==> config.mk <==
export PLATFORM = sky130hd
export DESIGN_NAME = rptr_empty_lvl_flat
export DESIGN_NICKNAME = d
export VERILOG_FILES = /design/src/rtl/rptr_empty_lvl_if.sv /design/src/rtl/rptr_empty_lvl.sv /design/src/flat_wrapper.sv
export SDC_FILE = /design/constraint.sdc
export NUM_CORES = 1
export LEC_CHECK = 0
export ABC_AREA = 1
export ABC_CLOCK_PERIOD_IN_PS = 3200
export CORE_MARGIN = 2
export CORE_UTILIZATION = 46
export CTS_BUF_LIST = sky130_fd_sc_hd__clkbuf_8 sky130_fd_sc_hd__clkbuf_16
export DETAILED_ROUTE_END_ITERATION = 6
export PLACE_DENSITY = 0.88
export SKIP_LAST_GASP = 1
export SYNTH_ARGS = -nofsm -noshare
export SYNTH_HDL_FRONTEND = slang
export SYNTH_SLANG_ARGS = --single-unit
==> constraint.sdc <==
create_clock -name rclk -period 3.2 [get_ports rclk]
set_clock_uncertainty 0.2 [all_clocks]
set_input_delay 0.48 -clock rclk [delete_from_list [all_inputs] [get_ports rclk]]
set_output_delay 0.48 -clock rclk [all_outputs]
set_load 0.01 [all_outputs]
==> src/rtl/rptr_empty_lvl_if.sv <==
// Read-side bus of the dual-clock FIFO: pop request, synchronised write pointer and status.
// rvalid/rload exist only when RPTR_FWFT_EN is defined.
interface rptr_empty_lvl_if #(parameter int ADDRSIZE = 8);
  logic                rinc;
  logic [ADDRSIZE:0]   rq2_wptr;
  logic [ADDRSIZE:0]   ae_thresh;
  logic                rerr_clr;
  logic [ADDRSIZE-1:0] raddr;
  logic [ADDRSIZE:0]   rptr;
  logic                rempty;
  logic                raempty;
  logic [ADDRSIZE:0]   rlevel;
  logic                runderflow;
`ifdef RPTR_FWFT_EN
  logic                rvalid;
  logic                rload;

  modport slave (
    input  rinc, rq2_wptr, ae_thresh, rerr_clr,
    output raddr, rptr, rempty, raempty, rlevel, runderflow, rvalid, rload
  );
  modport master (
    output rinc, rq2_wptr, ae_thresh, rerr_clr,
    input  raddr, rptr, rempty, raempty, rlevel, runderflow, rvalid, rload
  );
`else
  modport slave (
    input  rinc, rq2_wptr, ae_thresh, rerr_clr,
    output raddr, rptr, rempty, raempty, rlevel, runderflow
  );
  modport master (
    output rinc, rq2_wptr, ae_thresh, rerr_clr,
    input  raddr, rptr, rempty, raempty, rlevel, runderflow
  );
`endif
endinterface

==> src/rtl/rptr_empty_lvl.sv <==
// Read pointer, empty/almost-empty flags, fill level and sticky underflow for the async FIFO.
// Optional first-word-fall-through output stage enabled by macro RPTR_FWFT_EN.
module rptr_empty_lvl #(
  parameter int ADDRSIZE = 8
) (
  input  logic rclk,
  input  logic rrst_n,
  rptr_empty_lvl_if.slave bus
);

  logic [ADDRSIZE:0] rbin_reg;
  logic [ADDRSIZE:0] rptr_reg;
  logic [ADDRSIZE:0] rlevel_reg;
  logic              empty_reg;
  logic              aempty_reg;
  logic              uf_reg;

  logic [ADDRSIZE:0] wbin_s;
  logic [ADDRSIZE:0] rbin_next;
  logic [ADDRSIZE:0] rgray_next;
  logic [ADDRSIZE:0] lvl_next;
  logic [ADDRSIZE:0] lvl_total;
  logic              pop;
  logic              uf_set;

  // Gray to binary: each bit is the XOR of all Gray bits at or above it
  genvar gi;
  generate
    for (gi = 0; gi <= ADDRSIZE; gi++) begin : g_g2b
      assign wbin_s[gi] = ^bus.rq2_wptr[ADDRSIZE:gi];
    end
  endgenerate

  assign rbin_next  = rbin_reg + {{ADDRSIZE{1'b0}}, pop};
  assign rgray_next = (rbin_next >> 1) ^ rbin_next;
  assign lvl_next   = wbin_s - rbin_next;

`ifdef RPTR_FWFT_EN
  typedef enum logic {IDLE = 1'b0, VALID = 1'b1} state_t;

  state_t state_reg;
  state_t state_next;
  logic   load;
  logic   valid_next;

  always_ff @(posedge rclk or negedge rrst_n) begin
    if (!rrst_n) begin
      state_reg <= IDLE;
    end else begin
      state_reg <= state_next;
    end
  end

  // empty_reg is the memory-side empty; the held word is tracked by the FSM
  always_comb begin
    state_next = state_reg;
    load       = 1'b0;
    case (state_reg)
      IDLE: begin
        if (!empty_reg) begin
          load       = 1'b1;
          state_next = VALID;
        end
      end
      VALID: begin
        if (bus.rinc) begin
          if (!empty_reg) begin
            load = 1'b1;
          end else begin
            state_next = IDLE;
          end
        end
      end
      default: state_next = IDLE;
    endcase
  end

  assign valid_next = (state_next == VALID);
  assign pop        = load;
  assign uf_set     = bus.rinc & (state_reg != VALID);
  assign lvl_total  = lvl_next + {{ADDRSIZE{1'b0}}, valid_next};
  assign bus.rvalid = (state_reg == VALID);
  assign bus.rload  = load;
  assign bus.rempty = (state_reg != VALID);
`else
  assign pop        = bus.rinc & ~empty_reg;
  assign uf_set     = bus.rinc & empty_reg;
  assign lvl_total  = lvl_next;
  assign bus.rempty = empty_reg;
`endif

  always_ff @(posedge rclk or negedge rrst_n) begin
    if (!rrst_n) begin
      rbin_reg   <= '0;
      rptr_reg   <= '0;
      rlevel_reg <= '0;
      empty_reg  <= 1'b1;
      aempty_reg <= 1'b1;
      uf_reg     <= 1'b0;
    end else begin
      rbin_reg   <= rbin_next;
      rptr_reg   <= rgray_next;
      rlevel_reg <= lvl_total;
      empty_reg  <= (rgray_next == bus.rq2_wptr);
      aempty_reg <= (lvl_total <= bus.ae_thresh);
      // a new underflow in the same cycle as a clear must stay visible
      uf_reg     <= uf_set | (uf_reg & ~bus.rerr_clr);
    end
  end

  assign bus.raddr      = rbin_reg[ADDRSIZE-1:0];
  assign bus.rptr       = rptr_reg;
  assign bus.rlevel     = rlevel_reg;
  assign bus.raempty    = aempty_reg;
  assign bus.runderflow = uf_reg;

endmodule
==> src/flat_wrapper.sv <==
// flat-port wrapper written by rule: the top's interface ports become plain ports
module rptr_empty_lvl_flat 
#(
  parameter int ADDRSIZE = 8
)
  (rclk, rrst_n, bus_rinc, bus_rq2_wptr, bus_ae_thresh, bus_rerr_clr, bus_raddr, bus_rptr, bus_rempty, bus_raempty, bus_rlevel, bus_runderflow);
  rptr_empty_lvl_if #(.ADDRSIZE(ADDRSIZE)) bus_i ();
  input  logic rclk;
  input  logic rrst_n;
  input wire logic [$bits(bus_i.rinc)-1:0] bus_rinc;
  input wire logic [$bits(bus_i.rq2_wptr)-1:0] bus_rq2_wptr;
  input wire logic [$bits(bus_i.ae_thresh)-1:0] bus_ae_thresh;
  input wire logic [$bits(bus_i.rerr_clr)-1:0] bus_rerr_clr;
  output wire logic [$bits(bus_i.raddr)-1:0] bus_raddr;
  output wire logic [$bits(bus_i.rptr)-1:0] bus_rptr;
  output wire logic [$bits(bus_i.rempty)-1:0] bus_rempty;
  output wire logic [$bits(bus_i.raempty)-1:0] bus_raempty;
  output wire logic [$bits(bus_i.rlevel)-1:0] bus_rlevel;
  output wire logic [$bits(bus_i.runderflow)-1:0] bus_runderflow;
  assign bus_i.rinc = bus_rinc;
  assign bus_i.rq2_wptr = bus_rq2_wptr;
  assign bus_i.ae_thresh = bus_ae_thresh;
  assign bus_i.rerr_clr = bus_rerr_clr;
  assign bus_raddr = bus_i.raddr;
  assign bus_rptr = bus_i.rptr;
  assign bus_rempty = bus_i.rempty;
  assign bus_raempty = bus_i.raempty;
  assign bus_rlevel = bus_i.rlevel;
  assign bus_runderflow = bus_i.runderflow;
  rptr_empty_lvl #(.ADDRSIZE(ADDRSIZE)) u_core (.rclk(rclk), .rrst_n(rrst_n), .bus(bus_i));
endmodule
==> results of run 1 <==
metal layers:
metal	global-route usage [%]	vias to the layer above
met1	33.8	1292
met3	5.49	76
met2	55.6	196
met4	18.4	0
met5	0	-
li1	-	1212
worst max-delay path by stage:
stage / to / cells past startpoint / from / slack, ns
finish: u_core.bus.raempty$_DFF_PN1_ / 21 / bus_rq2_wptr[3] / -0.27
global route: u_core.bus.raempty$_DFF_PN1_ / 23 / bus_rq2_wptr[5] / -0.38
CTS: u_core.bus.raempty$_DFF_PN1_ / 19 / bus_rq2_wptr[2] / 0.005
detailed placement: u_core.bus.raempty$_DFF_PN1_ / 22 / bus_rq2_wptr[5] / -0.86
global placement: u_core.bus.raempty$_DFF_PN1_ / 21 / bus_rq2_wptr[6] / -0.62
floorplan: u_core.bus.raempty$_DFF_PN1_ / 21 / bus_rq2_wptr[7] / 0.02
per-stage QoR:
step / cells / hold WS (ns) / total power [uW]
after floorplan: 306 / -0.0156 / 1970
after global placement: 467 / 0.317 / 2950
after detailed placement: 467 / 0.316 / 3080
after CTS: 489 / 0.320 / 3940
after global routing: 499 / 0.343 / 4680
final: 499 / 0.311 / 4430
cells in the mapped netlist (2+ instances only):
| cell | number |
|---|---|
| a21oi_1 | 7 |
| dfrtp_1 | 27 |
| dfstp_2 | 2 |
| ha_1 | 17 |
| inv_1 | 45 |
| inv_2 | 8 |
| nand2_1 | 109 |
| nand2_2 | 16 |
| nand3_1 | 22 |
| nand3_2 | 3 |
| nor2_1 | 11 |
| nor2_4 | 2 |
| o21ai_0 | 4 |
| o21ai_2 | 2 |
| xnor2_1 | 5 |
| xor2_1 | 9 |
| xor2_2 | 2 |
cell type report:
class | instances | area, sq um
multi-input combinational | 223 | 1670
sequential | 29 | 728
inverter | 54 | 219
clock inverter | 2 | 37.5
clock buffer | 6 | 82.6
fill | 253 | 797
timing repair buffer | 131 | 1090
tap | 54 | 67.6
cells in the final DEF, fill, tap and decap left out, drive strengths merged:
cell	instances
a21oi	7
and2	1
buf	88
bufinv	1
clkbuf	8
clkdlybuf4s15	1
clkdlybuf4s50	40
clkinv	1
clkinvlp	1
dfrtp	27
dfstp	2
fa	1
ha	17
inv	53
nand2	126
nand3	25
nand3b	1
nand4	2
nor2	14
nor3	1
nor4	1
o211ai	1
o21ai	7
o32ai	1
or2	1
xnor2	6
xor2	11
repair_timing:
| action | in CTS | in global routing |
|---|---|---|
| setup buffers | 14 | 10 |
| resized for setup | 84 | 43 |
| endpoints found under the hold margin | 0 | 0 |
| pin swaps | 34 | 28 |
| endpoints found under the setup margin | 1 | 1 |
| gates cloned | 0 | 0 |
logic make-up (layout without fill, tap and decap cells):
| logic type | Yosys count | in the layout |
|---|---|---|
| adder cells (fa/ha/maj) | 18 | 18 |
| buffers and inverters | 54 | 193 |
| AO/OA/AOI/OAI | 16 | 16 |
| flip-flops | 29 | 29 |
| AND/OR/NAND/NOR | 172 | 172 |
| XOR/XNOR | 17 | 17 |
report_power, final:
group	switching (uW)	internal [uW]	total [uW]
Clock	159	253	412
Sequential	119	558	677
Combinational	1770	1570	3340
Total	2050	2380	4430
critical path, delay by kind of cell:
family	cells	cell delay (ns)
xor gates and xnor gates	3	0.52
buffers and inverters	4	0.43
adders and majority gates	2	0.54
and+or+nand+nor	9	1.15
AOI/OAI and AO/OA	3	0.34
==> metrics.md, run 1 <==
| Metric | Value |
|---|---|
| Outcome | `finished, violations left` |
| Violated checks | `negative setup slack` |
| Mux share of post-synthesis cell area | `0%` |
| Actual slew at the worst max-slew pin | `0.381 ns` |
| Top Layer Used | `met4` |
| Cell Area, Synth | `2210 sq um` |
| Top post-synthesis cells by area | `dfrtp_1 (31%), nand2_1 (19%), ha_1 (9.6%), inv_1 (7.6%), nand3_1 (5.0%)` |
| Fin worst setup slack | `-0.270 ns` |
| RSZ-0062 raised after global routing | `true` |
| Post-synthesis compound-gate area fraction | `4.25%` |
| Crit-path cells | `buf_2, buf_4, xnor2_2, nand3b_1, nand2_4, xnor2_2, inv_1, ha_4, inv_1, nor2_1, o21ai_1, nand2_2, nand2_1, nand2_2, xor2_2, ha_4, nand2_2, nor2_2, nand2_1, o211ai_1, o32ai_2` |
| Routed Antenna Nets | `0` |
| Area delta synth->final | `76.3%` |
| Post-synthesis sequential area ratio | `33.0%` |
| Root buf cell | `clkbuf_8` |
| Worst R2R Start | `u_core.bus.rempty$_DFF_PN1_` |
| Asr flop ratio synth | `100%` |
| Setup TNS | `-0.270 ns` |
| Hold worst-path end | `u_core.bus.runderflow$_DFF_PN0_` |
| CTS tree | `done` |
| Final min period | `3.47 ns` |
| Worst-skew pair later-pin latency | `0.30 ns` |
| Number of synthesized register bits | `29` |
| WL met3 | `643 microns` |
| Cell row count | `25` |
| Reg clk slew, reported paths | `0.07 ns` |
| Ys Warns | `0` |
| Hold Startpoint | `bus_rinc` |
| Crit path capture type | `flop` |
| CTS Buf Count | `5` |
| CP arrival | `3.48 ns` |
| Synth area leader | `dfrtp_1` |
| Port Buf Inserts | `50` |
| Mapped Cells | `306` |
| Reg2reg setup slack | `-0.18 ns` |
| Most Frequent Cell on Critical Path | `nand2_2` |
| Vias per cell | `5.56` |
| Die width | `73.3 microns` |
| Worst hold stages | `3` |
| Core Region | `4690 sq um` |
| Pwr Density | `1140 nW/um^2` |
| Max stage delay cell, worst path | `nand3b_1` |
| Setup CP Type | `in2reg` |
| Antenna violations before repair | `0` |
| Post-DP Area | `3230 sq um` |
| Largest net degree at the start of global routing | `30` |
| Die area | `5370 sq um` |
| Leakage | `0.00202 uW` |
| Worst R2R End | `u_core.bus.raempty$_DFF_PN1_` |
| WL/cell | `17.9 microns` |
| IO Pins | `51` |
| Count of final hold-check violations | `0` |
| Max clock buf depth | `2` |
| First-pass GRT wire length | `12.5 mm` |
| Final Util | `83.0%` |
| Die height | `73.3 microns` |
| Crit Path Max Fanout | `4` |
| MaxCap Viol Count | `0` |
| Number of synthesized flops with an enable pin | `0` |
| Max VDD drop | `0.516 mV` |
| Main combinational cell family by area after synthesis | `simple AND/OR/NAND/NOR gates` |
| Initial core utilization | `47.1%` |
| Overall Global Routing Usage | `31.0%` |
| Post-Synth XOR/XNOR Area | `7.76%` |
| Netlist cell types | `32` |
| Setup crit start kind | `input port` |
| Fmax | `288 MHz` |
| Post-route DRC | `0` |
| Main synth FF type | `dfrtp_1` |
| Critical path required time | `3.21 ns` |
| Final nets | `484` |
| Wl on met1 | `3.18 mm` |
| Diode count | `0` |
| Fin crit share | `108%` |
| H-tree depth | `2` |
| Syn nets | `346` |
| Clk sink count | `29` |
| Via Count | `2776` |
| Congestion Overflow GR | `0` |
| Design area | `3890 sq um` |
| Slowest stage delay, CP | `0.30 ns` |
| Final WL | `8.94 mm` |
| HPWL after DPL | `4.64 mm` |
| Setup-failing EPs final | `1` |
| Vias in the first global route | `2711` |
| Mean Syn Cell Area | `7.22 sq um` |
| Hold-fix buffers, CTS | `0` |
| Simple-gate share of the synthesized area | `35.3%` |
| R2R cell count | `19` |
| Slew HR | `74.6%` |
| Post-Synth Adder-Cell Area | `10.5%` |
| Max-slew violations | `0` |
| Met2 WL | `4.43 mm` |
| HP Class | `in2reg` |
| Post-placement setup slack | `-0.865 ns` |
| GP Congestion | `0.851` |
| Top-area cell type share of the netlist area | `30.6%` |
| TritonRoute pass-1 iters | `4` |
| Starting DRT DRC Count | `191` |
| Share of cells above drive strength 1 | `44.9%` |
(Power assumes the default switching activity.)
==> run 2, diff against run 1 <==
Settings changed: REMOVE_ABC_BUFFERS set to 1.
==> metrics.md, run 2 (same netlist as run 1, synthesis figures left out) <==
| Metric | Value |
|---|---|
| RSZ-0062 raised after global routing | `true` |
| Count of final hold-check violations | `0 (unchanged)` |
| Core Region | `4690 sq um (unchanged)` |
| Design area | `3850 sq um (-1.0%)` |
| Post-route DRC | `0 (unchanged)` |
| Combinational share of power | `75.8% (+0.4 points)` |
| H-tree depth | `2 (unchanged)` |
| Part of the power in registers | `15.0% (-0.3 points)` |
| Diode count | `0 (unchanged)` |
| Fmax | `282 MHz (-2.2%)` |
| First-pass GRT wire length | `12.2 mm (-2.4%)` |
| Setup crit start kind | `input port` |
| Post-placement setup slack | `-0.948 ns (-0.0837 ns)` |
| Worst hold stages | `2 (-1)` |
| WL/cell | `19.4 microns (+8.4%)` |
| Starting DRT DRC Count | `346 (+81%)` |
| Final min period | `3.55 ns (+0.0785 ns)` |
| Worst R2R End | `u_core.bus.raempty$_DFF_PN1_` |
| Root buf cell | `clkbuf_8` |
| Violated checks | `negative setup slack` |
| Slowest stage delay, CP | `0.36 ns (+0.06 ns)` |
| Congestion Overflow GR | `0 (unchanged)` |
| Internal power | `2350 uW (-1.5%)` |
| Max VDD drop | `0.549 mV (+6.4%)` |
| Critical path required time | `3.21 ns (about the same)` |
| Actual slew at the worst max-slew pin | `0.396 ns (+0.0149 ns)` |
| Most common cell after layout, fill and taps aside | `nand2_1` |
| Max clock buf depth | `2 (unchanged)` |
| Antenna violations before repair | `0 (unchanged)` |
| Clk sink count | `29 (unchanged)` |
| Hold worst-path end | `u_core.bus.runderflow$_DFF_PN0_` |
| Cell row count | `25 (unchanged)` |
| R2R cell count | `19 (unchanged)` |
| Worst R2R Start | `u_core.bus.rempty$_DFF_PN1_` |
| Setup CP Type | `in2reg` |
| Via Count | `2804 (+1.0%)` |
| Fin worst setup slack | `-0.348 ns (-0.0785 ns)` |
| Routed Antenna Nets | `0 (unchanged)` |
| Crit Path Max Fanout | `4 (unchanged)` |
| Max stage delay cell, worst path | `fa_2` |
| CTS tree | `done` |
| Outcome | `finished, violations left` |
| Hold Startpoint | `u_core.bus.runderflow$_DFF_PN0_` |
| Reg clk slew, reported paths | `0.07 ns (about the same)` |
| Crit path capture type | `flop` |
| Hold-fix buffers, CTS | `0 (unchanged)` |
| GP Congestion | `0.872 (+2.4%)` |
| Max-slew violations | `0 (unchanged)` |
| Share of cells above drive strength 1 | `46.3% (+1.4 points)` |
| Crit-path cells | `buf_2, inv_2, nand2_1, nand2_2, xor2_2, xor2_1, inv_1, ha_4, fa_2, inv_2, nand3_4, o21ai_4, nand2_2, nand2_1, nand2_1, nand2_2, ha_4, a21oi_1, o211ai_1, o32ai_2` |
| Leakage | `0.00196 uW (-2.8%)` |
| Initial core utilization | `47.1% (unchanged)` |
| CTS Buf Count | `5 (unchanged)` |
| CP arrival | `3.56 ns (+0.08 ns)` |
| Fin crit share | `111% (+2.5 points)` |
| Setup-failing EPs final | `1 (unchanged)` |
| Die height | `73.3 microns (unchanged)` |
| Largest net degree at the start of global routing | `30 (unchanged)` |
| MaxCap Viol Count | `0 (unchanged)` |
| Post-DP Area | `3150 sq um (-2.5%)` |
| HPWL after DPL | `4.40 mm (-5.2%)` |
| Commonest non-fill, non-tap cells in the layout | `nand2_1 (84), buf_4 (70), clkdlybuf4s50_1 (40), nand2_2 (36), inv_1 (33)` |
| Overall Global Routing Usage | `30.8% (-0.19 points)` |
| Post-Layout Cell Count | `490 (-1.8%)` |
| Final WL | `9.52 mm (+6.5%)` |
| Vias in the first global route | `2619 (-3.4%)` |
| Die area | `5370 sq um (unchanged)` |
| Area delta synth->final | `74.5%` |
| Die width | `73.3 microns (unchanged)` |
| Vias per cell | `5.72 (+2.9%)` |
| Worst-skew pair later-pin latency | `0.30 ns (about the same)` |
| Slew HR | `73.5% (-1.1 points)` |
| Port Buf Inserts | `50 (unchanged)` |
| Clock network fraction of total power | `9.3% (about the same)` |
| TritonRoute pass-1 iters | `6 (+2)` |
| Net Sw Frac | `47.6% (+1.4 points)` |
| HP Class | `reg2reg` |
| NetSw | `2130 uW (+4.2%)` |
| Placed Cells | `460 (-1.5%)` |
| Final nets | `475 (-1.9%)` |
| Reg2reg setup slack | `-0.35 ns (-0.17 ns)` |
| IO Pins | `51 (unchanged)` |
| Pwr Density | `1160 nW/um^2 (+2.2%)` |
-- run 2: cell types whose count changed in the layout (fill, tap and decap cells not counted), moves of 3 or more --
| cell | delta |
|---|---|
| nand2_4 | -4 |
| inv_2 | +4 |
| buf_4 | -10 |
| ha_4 | +4 |
| nand2_2 | +8 |
| nand2_1 | -4 |
| inv_1 | -3 |
-- run 2: how the worst max path moves through the flow --
stage / depth (start not counted) / slack [ns] / start / endpoint
3_5_place_dp: 21 / -0.95 / bus_rq2_wptr[7] / u_core.bus.raempty$_DFF_PN1_
6_report: 20 / -0.35 / bus_rq2_wptr[2] / u_core.bus.raempty$_DFF_PN1_
4_1_cts: 22 / -0.06 / bus_rq2_wptr[7] / u_core.bus.raempty$_DFF_PN1_
5_1_grt: 19 / -0.48 / u_core.bus.rempty$_DFF_PN1_ / u_core.bus.raempty$_DFF_PN1_
2_1_floorplan: 21 / -0.13 / bus_rq2_wptr[7] / u_core.bus.raempty$_DFF_PN1_
3_3_place_gp: 21 / -0.71 / bus_rq2_wptr[7] / u_core.bus.raempty$_DFF_PN1_
-- run 2: area by class of cell --
class                           count  area (sq um)
Clock buffer                        6          82.6
Timing Repair Buffer              122          1030
Sequential cell                    29           728
Multi-Input combinational cell    223          1690
Clock inverter                      2          33.8
Tap cell                           54          67.6
Inverter                           54           220
Fill cell                         239           837
-- run 2: what timing repair did --
item / CTS / global route
buffers inserted: 17 / 5
gates resized for setup: 98 / 46
setup endpoints to repair: 1 / 1
pin swaps: 36 / 37
-- run 2: power groups by stage --
stage | clock, uW | sequential (uW) | combinational (uW)
CTS | 401 | 658 | 2600
global placement | 0 | 654 | 2170
floorplan | 0 | 743 | 1200
global route | 434 | 684 | 3560
finish | 415 | 671 | 3390
detailed placement | 0 | 660 | 2260
-- run 2: worst max-delay path, delay by kind of cell --
family / cells / cell delay [ns]
AOI/OAI and AO/OA: 4 / 0.80
adders and majority gates: 3 / 0.77
and+or+nand+nor: 7 / 0.75
buffers and inverters: 4 / 0.44
xor gates and xnor gates: 2 / 0.31
-- run 2: stage by stage --
| step | utilization [%] | hold WS [ns] | TNS [ns] | power, uW |
|---|---|---|---|---|
| after floorplan | - | -0.0156 | -0.128 | 1950 |
| after global placement | 67.2 | 0.309 | -0.837 | 2830 |
| after detailed placement | 67.2 | 0.334 | -1.61 | 2920 |
| after CTS | 76.4 | 0.347 | -0.0616 | 3660 |
| after global routing | 82.2 | 0.386 | -0.478 | 4680 |
| final | 82.2 | 0.336 | -0.348 | 4480 |
-- run 2: per-layer routing --
layer | global-route usage [%] | wire length, microns
met3 | 6.31 | 822
met1 | 33.7 | 3200
met2 | 53.7 | 4790
met4 | 20.0 | 709
met5 | 0 | 0
==> run 3, diff against run 2 <==
Settings changed: SLEW_MARGIN set to 30.
==> results of run 3 <==
Final layout, timing and power as in run 2 (identical DEF).
